### config.mk
export PLATFORM = sky130hd
export DESIGN_NAME = mem_stage
export DESIGN_NICKNAME = d
export VERILOG_FILES = /design/src/rtl/mem_stage.sv
export SDC_FILE = /design/constraint.sdc
export NUM_CORES = 1
export LEC_CHECK = 0
export ABC_AREA = 0
export BUFFER_PORTS_ARGS = -buffer_cell sky130_fd_sc_hd__buf_2
export CORE_MARGIN = 3
export CORE_UTILIZATION = 57
export CTS_BUF_LIST = sky130_fd_sc_hd__clkbuf_16
export CTS_CLUSTER_DIAMETER = 80
export DETAILED_ROUTE_END_ITERATION = 16
export GPL_TIMING_DRIVEN = 0
export PLACE_DENSITY_LB_ADDON = 0.2
export SLEW_MARGIN = 20
export SYNTH_ARGS = -nofsm -noshare
export SYNTH_HDL_FRONTEND = slang
export SYNTH_SLANG_ARGS = --single-unit
### constraint.sdc
create_clock -name clk -period 8.25 [get_ports clk]
set_clock_uncertainty 0.2 [all_clocks]
set_input_delay 1.65 -clock clk [delete_from_list [all_inputs] [get_ports clk]]
set_output_delay 1.65 -clock clk [all_outputs]
set_load 0.05 [all_outputs]
### src/rtl/mem_stage.sv
// MEM pipeline stage: waits for load data, extracts and aligns it, and hands results to WB.
// Ports: EX handshake/bus in, data_data_ok/data_rdata, WB handshake/bus out, flush, ID forwarding/stall.
`timescale 1ns/1ps
module mem_stage (
  input  logic         clk,
  input  logic         reset,
  input  logic         es_to_ms_valid,
  input  logic [108:0] es_to_ms_bus,
  output logic         ms_allowin,
  input  logic         data_data_ok,
  input  logic [31:0]  data_rdata,
  input  logic         ws_allowin,
  output logic         ms_to_ws_valid,
  output logic [70:0]  ms_to_ws_bus,
  input  logic         ms_flush,
  output logic [4:0]   MEM_dest,
  output logic [31:0]  MEM_result,
  output logic         MEM_stall
);

  typedef struct packed {
    logic        req_issued;
    logic [2:0]  load_op;
    logic [1:0]  rdata_type;
    logic [31:0] rt_value;
    logic        ex;
    logic        gr_we;
    logic [4:0]  dest;
    logic [31:0] result;
    logic [31:0] pc;
  } es_ms_t;

  typedef enum logic [1:0] {
    S_IDLE,
    S_WAIT,
    S_HOLD,
    S_CANCEL
  } state_t;

  es_ms_t      es_in;
  es_ms_t      ms_r;
  logic        ms_valid;
  state_t      state;
  state_t      state_nxt;
  logic [31:0] hold_buf;
  logic        ms_ready_go;
  logic        capture;
  logic        cancel_req;
  logic [31:0] ld_data;
  logic [7:0]  ld_b;
  logic [15:0] ld_h;
  logic [31:0] lwl_v;
  logic [31:0] lwr_v;
  logic [31:0] ld_val;
  logic        is_load;
  logic [31:0] final_result;

  assign es_in = es_to_ms_bus;

  assign ms_ready_go =
    (state == S_IDLE && !ms_r.req_issued) ||
    (state == S_WAIT && data_data_ok) ||
    (state == S_HOLD);

  assign ms_allowin = reset ||
    ((!ms_valid || (ms_ready_go && ws_allowin)) &&
     state != S_CANCEL);

  assign capture = es_to_ms_valid && ms_allowin;

  // A flush strands a request when its data has not yet come back,
  // including one being accepted from EX in the same cycle.
  assign cancel_req =
    (state == S_WAIT && !data_data_ok) ||
    (capture && es_in.req_issued);

  always_ff @(posedge clk) begin
    if (reset) begin
      ms_valid <= 1'b0;
    end else if (ms_flush) begin
      ms_valid <= 1'b0;
    end else if (ms_allowin) begin
      ms_valid <= es_to_ms_valid;
    end
  end

  always_ff @(posedge clk) begin
    if (reset) begin
      ms_r <= '0;
    end else if (capture) begin
      ms_r <= es_in;
    end
  end

  always_ff @(posedge clk) begin
    if (reset) begin
      hold_buf <= 32'h0;
    end else if (state == S_WAIT && data_data_ok) begin
      hold_buf <= data_rdata;
    end
  end

  always_ff @(posedge clk) begin
    if (reset) begin
      state <= S_IDLE;
    end else begin
      state <= state_nxt;
    end
  end

  always_comb begin
    state_nxt = state;
    if (state == S_CANCEL) begin
      if (data_data_ok) begin
        state_nxt = S_IDLE;
      end
    end else if (ms_flush) begin
      state_nxt = cancel_req ? S_CANCEL : S_IDLE;
    end else if (capture) begin
      state_nxt = es_in.req_issued ? S_WAIT : S_IDLE;
    end else if (state == S_WAIT) begin
      if (data_data_ok) begin
        state_nxt = ws_allowin ? S_IDLE : S_HOLD;
      end
    end else if (state == S_HOLD) begin
      if (ws_allowin) begin
        state_nxt = S_IDLE;
      end
    end
  end

  assign ld_data = data_data_ok ? data_rdata : hold_buf;
  assign ld_h = ms_r.rdata_type[1] ? ld_data[31:16]
                                   : ld_data[15:0];

  always_comb begin
    ld_b  = ld_data[7:0];
    lwl_v = ld_data;
    lwr_v = ld_data;
    unique case (ms_r.rdata_type)
      2'd0: begin
        ld_b  = ld_data[7:0];
        lwl_v = {ld_data[7:0], ms_r.rt_value[23:0]};
        lwr_v = ld_data;
      end
      2'd1: begin
        ld_b  = ld_data[15:8];
        lwl_v = {ld_data[15:0], ms_r.rt_value[15:0]};
        lwr_v = {ms_r.rt_value[31:24], ld_data[31:8]};
      end
      2'd2: begin
        ld_b  = ld_data[23:16];
        lwl_v = {ld_data[23:0], ms_r.rt_value[7:0]};
        lwr_v = {ms_r.rt_value[31:16], ld_data[31:16]};
      end
      2'd3: begin
        ld_b  = ld_data[31:24];
        lwl_v = ld_data;
        lwr_v = {ms_r.rt_value[31:8], ld_data[31:24]};
      end
    endcase
  end

  always_comb begin
    ld_val = ld_data;
    unique case (ms_r.load_op)
      3'd0: ld_val = ld_data;
      3'd1: ld_val = {{24{ld_b[7]}}, ld_b};
      3'd2: ld_val = {24'h0, ld_b};
      3'd3: ld_val = ms_r.rdata_type[0] ? 32'h0
                   : {{16{ld_h[15]}}, ld_h};
      3'd4: ld_val = ms_r.rdata_type[0] ? 32'h0
                   : {16'h0, ld_h};
      3'd5: ld_val = lwl_v;
      3'd6: ld_val = lwr_v;
      3'd7: ld_val = ld_data;
    endcase
  end

  assign is_load = ms_r.load_op != 3'd7;
  assign final_result = (ms_r.req_issued && is_load) ? ld_val
                                                     : ms_r.result;

  assign ms_to_ws_valid = !reset && ms_valid &&
                          ms_ready_go && !ms_flush;
  assign ms_to_ws_bus = {ms_r.ex, ms_r.gr_we, ms_r.dest,
                         final_result, ms_r.pc};

  assign MEM_dest   = ms_r.dest & {5{ms_valid && !reset}};
  assign MEM_result = final_result;
  assign MEM_stall  = !reset && ms_valid &&
                      ms_r.req_issued && !ms_ready_go;

endmodule

==> impl.org, run 1 <==
** Status
- Outcome :: complete, no violations

** Route
- Using the TritonRoute via totals, the vias-per-cell ratio works out to approximately 6.3.
- After detailed routing, the met3 layer carries about 3900 um of wire.
- Dividing the detail-routed wire length by the instance count gives between 20 and 25 um.
- The pre-antenna-repair detailed-routing pass consisted of 6 iterations.
- For this run, design rule violations remaining after detail routing come to 0.
- The routed design uses between 15000 and 20000 um of met2 wire.
- The first routing iteration left 1195 violations.
- Routed metal-1 wire length :: approximately 13000 um
- Final wirelength :: 34700 um
- Via count :: around 10000
- Routed signal wires occupy layers up through met4.
- Final antenna-violating net count :: 0

** Power
- For this design the static power due to leakage is just under 5 nW.
- Peak supply drop :: roughly 0.17 mV
- Power spread over the standard cell area amounts to 185 nW/um^2.

** Synth
- Distinct cell type count after synthesis :: 55
- Average instance area after synthesis :: about 8 sq um
- Main synth FF type :: dfxtp_1
- In the synthesized netlist the async set-or-reset flop fraction comes to 0.
- Part of the Yosys area used for sequential elements :: 0.315
- Total nets after synthesis :: between 1000 and 1500
- Synthesis handed over a netlist of between 1000 and 1500 instances.
- Register bit count reported by yosys :: approximately 140
- Yosys mapped a number of flops with a built-in enable equal to 0.
- During synthesis, Yosys emitted a total of 0 warnings.
- In this run the cell area of the synthesized design comes to roughly 9100 sq um.

** Min path
- In this run the worst hold path is classified as flip-flop to flip-flop.
- The worst hold path passes through 2 cells.
- Hold Crit Start :: hold_buf[24]$_SDFFE_PP0P_

** Setup path
- Arrival time at the worst endpoint :: 4.10 ns
- The most critical setup path has its startpoint at data_data_ok.
- For the worst setup path, the data required time is ~6.4 ns.
- Worst setup SP type :: input port
- Most repeated library cell on the critical path :: buf_4
- For this design, the slowest cell found on the critical path is mux4_2.
- Count of cells along the worst register-to-register path :: 9
- Walking the worst path, the cells encountered are buf_4 -> buf_8 -> mux2i_1 -> mux4_2 -> o311a_4 -> buf_6 -> a311oi_2 -> buf_4 -> buf_2.
- The worst register-to-register path begins at state[1]$_SDFFE_PP0P_.
- Kind of critical path :: input port to output pin
- STA classifies the critical path endpoint as an output pin.
- The largest single stage delay on the critical path is around 0.58 ns.
- Worst Path Max Fanout :: 10

** Cells and area
- Area delta synth->final :: 23.1%
- For this run, the post-layout net count is around 1600.
- Once layout is done, the placed cells without fillers occupy between 10000 and 15000 sq um.
- Of the cells placed in the final design, the portion with a size suffix greater than 1 is 0.305.
- The number of antenna diodes in the final layout is 0.

** Clock tree
- Worst-skew pair later-pin latency :: 0.43 ns
- Buffers inserted during clock tree synthesis total 17.
- Clock sink total :: ~140
- TritonCTS built the clock tree.
- Number of buffers on the longest clock path :: 2
- The number of setup buffers added after CTS is 0.
- Root cell of the clock tree :: clkbuf_16
- Depth of the CTS H-tree :: 4
- Clock-pin slew of the registers on the worst-case setup and hold paths :: approximately 0.060 ns
- Post-CTS Hold Buffers :: 0
- Once the clock tree was built, the resizer swapped 0 gates to a different size.

** Global routing
- Total global routing overflow :: 0
- Vias in the first global route :: between 9000 and 10000
- Wire length of the first global-routing pass :: roughly 53000 um
- Maximum number of pins on one net before global-route repair :: 17
- In the global route stage, overall resource usage came out at 0.377.
- The number of antenna violations at the first check in global routing was 0.

** STA
- Static timing analysis puts the maximum clock frequency at between 150 and 200 MHz.
- Unrepaired setup endpoints after global routing :: false
- Slew Limit Headroom :: 0.352
- Final setup violation count :: 0
- The worst path in the final design needs a cycle of just under 6 ns, including I/O delays and setup.
- The final number of max-transition violations is 0.
- Setup TNS Final :: 0 ns
- Count of final hold-check violations :: 0
- For the pin with the worst max-slew slack, the measured transition is approximately 0.97 ns.
- Final period util :: 0.721

** Floorplanning
- Initial Util :: 0.592
- Full die area :: about 18000 sq um
- In this run the vertical extent of the chip is ~130 um.
- # rows :: 45
- The region available for standard cell placement spans approximately 15000 sq um.
- The die is approximately 130 um wide.
- ~260 I/O pins were placed.

** Placed design
- Placer's final routability congestion estimate :: between 1 and 1.5
- Input and output buffers added on the ports amount to roughly 260.
- After detailed placement, the total cell area comes to between 10000 and 15000 sq um.
- The wire-length estimate of the detail-placed layout is between 20000 and 30000 um.

** Flow run
- The tool flagged a number of max-cap violations equal to 0.
-- stage by stage --
step | hold WS (ns) | utilization | setup WS [ns] | cells | power, mW
2_1_floorplan | 0.234 | - | 1.86 | 1159 | 1.16
3_3_place_gp | 0.239 | 0.692 | 2.39 | 1625 | 1.32
3_5_place_dp | 0.248 | 0.692 | 2.40 | 1625 | 1.33
4_1_cts | 0.256 | 0.729 | 2.37 | 1657 | 2.07
5_1_grt | 0.269 | 0.729 | 2.26 | 1657 | 2.15
6_report | 0.254 | 0.729 | 2.30 | 1657 | 2.09
-- report_power, final --
group          internal [mW]  leakage (nW)  switching, mW
clock network          0.442         0.270          0.319
registers              0.731          1.18         0.0257
logic                  0.184          3.42          0.383
total                   1.36          4.88          0.728
-- state kept, by name (all words and copies together) (netlist names) --
register and count:
hold_buf 32, ms_r 70, ms_to_ws_bus 39, ms_valid 1, state 2
-- placed cells by master (no fill, tap or decap), drive strengths merged, types with 4 or more instances in the layout --
cell type and n:
a211oi 7, nand3 4, a31oi 9, mux2 37
clkbuf 112, and2 9, mux2i 33, o22ai 14
nand4 111, nand2 85, clkinv 7, a22oi 15
dfxtp 144, o221ai 7, buf 364, o21ai 30
nor2 65, a21oi 174, nor3b 5, nand2b 4
nor2b 13, o21a 13, nor4 5, o31ai 109
mux4 9, inv 17, a221oi 6
-- synthesized netlist by cell type (all sizes together), types with 13 or more instances --
master / number / area [sq um]
a21oi: 174 / 871
a22oi: 15 / 113
buf: 109 / 736
clkbuf: 95 / 357
dfxtp: 144 / 2880
inv: 14 / 52.6
mux2: 37 / 417
mux2i: 33 / 330
nand2: 85 / 319
nand4: 111 / 694
nor2: 65 / 244
nor2b: 13 / 81.3
o21a: 13 / 97.6
o21ai: 30 / 150
o22ai: 14 / 87.6
o31ai: 109 / 818
-- per-layer routing --
layer	vias up	GRT usage
li1	4831	-
met1	4814	0.476
met2	714	0.592
met3	121	0.104
met4	0	0.192
met5	-	0
-- path summary, 6_finish.rpt --
check,end,slack (ns)
hold reg to reg,hold_buf[24]$_SDFFE_PP0P_,0.25
setup / recovery,ms_to_ws_bus[57],2.30
hold / removal,hold_buf[24]$_SDFFE_PP0P_,0.25
setup reg to reg,ms_r[55]$_SDFFE_PP0P_,5.48
-- area by class of cell --
type / count / area (sq um)
sequential: 144 / 2880
clock buffer: 17 / 425
inverter: 14 / 52.6
buffer: 204 / 1090
timing repair buffer: 255 / 1280
clock inverter: 15 / 143
fill: 1297 / 4180
tap: 211 / 264
multi-input combinational: 797 / 5110
-- cell families after synthesis --
logic type	after synthesis	synth area share
and+or+nand+nor	315	0.176
DFF	144	0.315
AOI/OAI and AO/OA	402	0.278
buffers and inverters	218	0.125
muxes	79	0.104
xor gates and xnor gates	1	0.000959
-- worst max-delay path: cells and delay by family --
family / cells / cell delay [ns]
compound gates: 2 / 0.78
buf+inv: 5 / 0.89
mux: 2 / 0.76
No activity file was read; power rests on OpenSTA's default activity.
==> run 2, diff against run 1 <==
- CORE_UTILIZATION: 57 -> 53
- clock period: 8.25 -> 5.6 ns (I/O delays scaled with it)
==> impl.org, run 2 (same netlist as run 1, synthesis figures left out) <==
** Status
- The run finished with clean final reports.

** Setup path
- Of all nets on the critical path, the largest fanout is 10.
- The most critical setup path has its startpoint at ms_r[106]$_SDFFE_PP0P_.
- The largest single stage delay on the critical path is 0.65 ns.
- Kind of critical path :: flip-flop to output pin
- Worst Setup End Kind :: output pin
- In this design, the critical path's most frequently occurring cell is clkbuf_1.
- Critical-path cell list :: clkbuf_1 -> nand2_1 -> nor2_1 -> clkbuf_1 -> a22oi_1 -> a31oi_1 -> buf_4 -> buf_2
- Counting both buffers and inverters, the worst setup path holds a total of 4.
- STA classifies the critical path startpoint as a flip-flop.
- Arrival time at the worst endpoint :: 3.53 ns
- The startpoint identified for the worst register-to-register timing path is state[1]$_SDFFE_PP0P_.
- At the worst endpoint, the required time is 4.28 ns.
- Kind of cell with the highest combined delay on the critical path :: buffers and inverters
- Worst path slowest cell :: nor2_1

** Route
- Avg WL per Cell :: around 21 um
- In the routed design, unresolved DRC markers number 0.
- In the routed layout, each cell is associated on average with a via count of 6.23.
- For this block, the routed nets add up to 35000 um of wire.
- Iteration-0 DRC count of the detailed router :: between 900 and 1000
- Final antenna-violating net count :: 0
- Length of the first detailed-routing pass in iterations :: 6
- Via count :: a little over 10000

** STA
- Final period util :: 0.866
- Final setup violation count :: 0
- Transition time at the pin with the least slew margin :: around 0.97 ns
- Count of final hold-check violations :: 0
- Static timing analysis puts the maximum clock frequency at slightly above 200 MHz.
- Unrepaired setup endpoints after global routing :: false
- For the finished layout, the period the worst path requires is between 4 and 5 ns.
- The worst pin sits at a relative slew slack of 0.355.
- Min setup slack post-route :: 0.751 ns
- Across all hold checks on the routed design, the worst slack comes to between 0.2 and 0.3 ns.
- The final number of max-transition violations is 0.
- In the final timing run, aggregate negative setup slack is 0 ns.

** Clock tree
- Number of buffers created by CTS :: 17
- Once the clock tree was built, the setup fixing pass inserted 0 buffers.
- The clock reaches the later pin of the worst-skew pair after 0.43 ns.
- Post-CTS Hold Buffers :: 0
- The clock passes through at most 2 buffers.
- Clock tree synthesis selected as its root buffer the cell clkbuf_16.
- Post-cts repair resize count :: 0
- Clock-pin slew was measured on the worst setup and hold paths at approximately 0.070 ns.
- Clock sink total :: 144
- TritonCTS built the clock tree.
- The H-tree was split into 4 levels.

** Cells and area
- The register with the most flip-flops in the layout has 70 of them.
- Excluding fillers, the count of instances in the completed layout stands at ~1700.
- Diode insertion count for antenna repair :: 0
- Share of layout cells above drive strength 1 :: 0.306
- Area delta synth->final :: 23.2%
- Leaving out fill and tap cells, the most frequent cells in the layout are 285 x buf_2, 174 x a21oi_1, 144 x dfxtp_1.
- Fin nets :: about 1600
- Most common cell after layout, fill and taps aside :: buf_2
- ms_r holds more flip-flops than any other register.

** Global routing
- For met3 alone, demand over resource in global routing was 0.0789.
- In this run the most used layer during global routing was met2.
- Met2 demand-to-capacity share in global routing :: 0.575
- Total global routing overflow :: 0
- For this run, the total global-route usage over all layers was measured as 0.363.
- Wire length of the first global-routing pass :: ~53000 um
- Vias in the first global route :: 9606
- Global-route met1 utilization :: 0.468
- Maximum number of pins on one net before global-route repair :: 17
- The number of antenna violations at the first check in global routing came to 0.

** Floorplanning
- Core ar. :: about 17000 sq um
- For this configuration, the core starts out at a cell density of 0.547.
- Count of pins on the block boundary :: roughly 260
- In this run the core area contains 47 standard-cell rows.
- The die covers 18900 sq um.
- Vertical extent of the die :: between 100 and 150 um
- From left edge to right edge, the die measures between 100 and 150 um.

** Power
- For this design the ratio of total power to cell area is around 270 nW/um^2.
- Int Pwr :: 2.00 mW
- Switching fraction of total power :: 0.348
- The share of total power dissipated in sequential elements is 0.363.
- Peak supply drop :: 0.228 mV
- The share of total power dissipated in combinational logic is 0.271.
- In this run the power spent charging and discharging nets is approximately 1.1 mW.
- The analysis attributes to cell leakage a power of approximately 4.9 nW.
- Of the total power, the clock network draws 0.365.

** Placed design
- Routability-driven placement finished with a final weighted congestion of between 0.9 and 1.
- After legalization and detailed placement, the total HPWL measured 27100 um.
- Quantity of I/O buffers inserted on ports :: about 260
- In this run, placement finished with an instance count of 1634.
- OpenSTA, run right after detailed placement, puts the worst setup slack at 0.824 ns.

** Min path
- Hold Crit Start :: hold_buf[17]$_SDFFE_PP0P_
- Tightest Hold Check Type :: flip-flop to flip-flop

** Flow run
- Maxcap violations :: 0
-- run 2: changes by cell type in the layout (fill, tap and decap cells not counted), sizes merged --
cell	change
inv	+1
clkinv	-1
-- run 2: worst min-delay path, delay by kind of cell, from the launching register on --
kind	cells	cell delay [ns]
and+or+nand+nor	1	0.05
DFF	1	0.31
AOI/OAI and AO/OA	1	0.05
-- run 2: layer usage --
layer | part of all wire | vias to the layer above
met2 | 0.46 | 586
met1 | 0.39 | 4865
met3 | 0.10 | 97
met4 | 0.046 | 0
met5 | 0 | -
li1 | - | 4829
-- run 2: path summary, 6_finish.rpt --
path / endpoint / depth (start not counted) / slack [ns]
setup / recovery: ms_to_ws_bus[52] / 8 / 0.75
hold / removal: hold_buf[17]$_SDFFE_PP0P_ / 2 / 0.26
setup reg to reg: ms_r[105]$_SDFFE_PP0P_ / 9 / 2.84
hold reg to reg: hold_buf[17]$_SDFFE_PP0P_ / 2 / 0.26
-- run 2: metrics by stage --
stage	power [mW]	utilization	area [sq um]
after global placement	1.95	0.640	10700
final	3.07	0.674	11300
after detailed placement	1.95	0.640	10700
after floorplan	1.71	-	9140
after global routing	3.16	0.674	11300
after CTS	3.06	0.674	11300
-- run 2: area by class of cell --
| type | instances | area (sq um) |
|---|---|---|
| multi-input combinational | 797 | 5110 |
| sequential | 144 | 2880 |
| buffer | 204 | 1090 |
| tap | 220 | 275 |
| clock buffer | 17 | 425 |
| fill | 1511 | 5440 |
| inverter | 14 | 52.6 |
| clock inverter | 15 | 145 |
| timing repair buffer | 255 | 1280 |
-- run 2: power groups by stage --
stage	clock network, mW	registers (mW)	logic, mW
finish	1.12	1.12	0.832
detailed placement	0	1.14	0.817
floorplan	0	1.12	0.591
CTS	1.12	1.11	0.820
global placement	0	1.13	0.812
global route	1.16	1.12	0.880
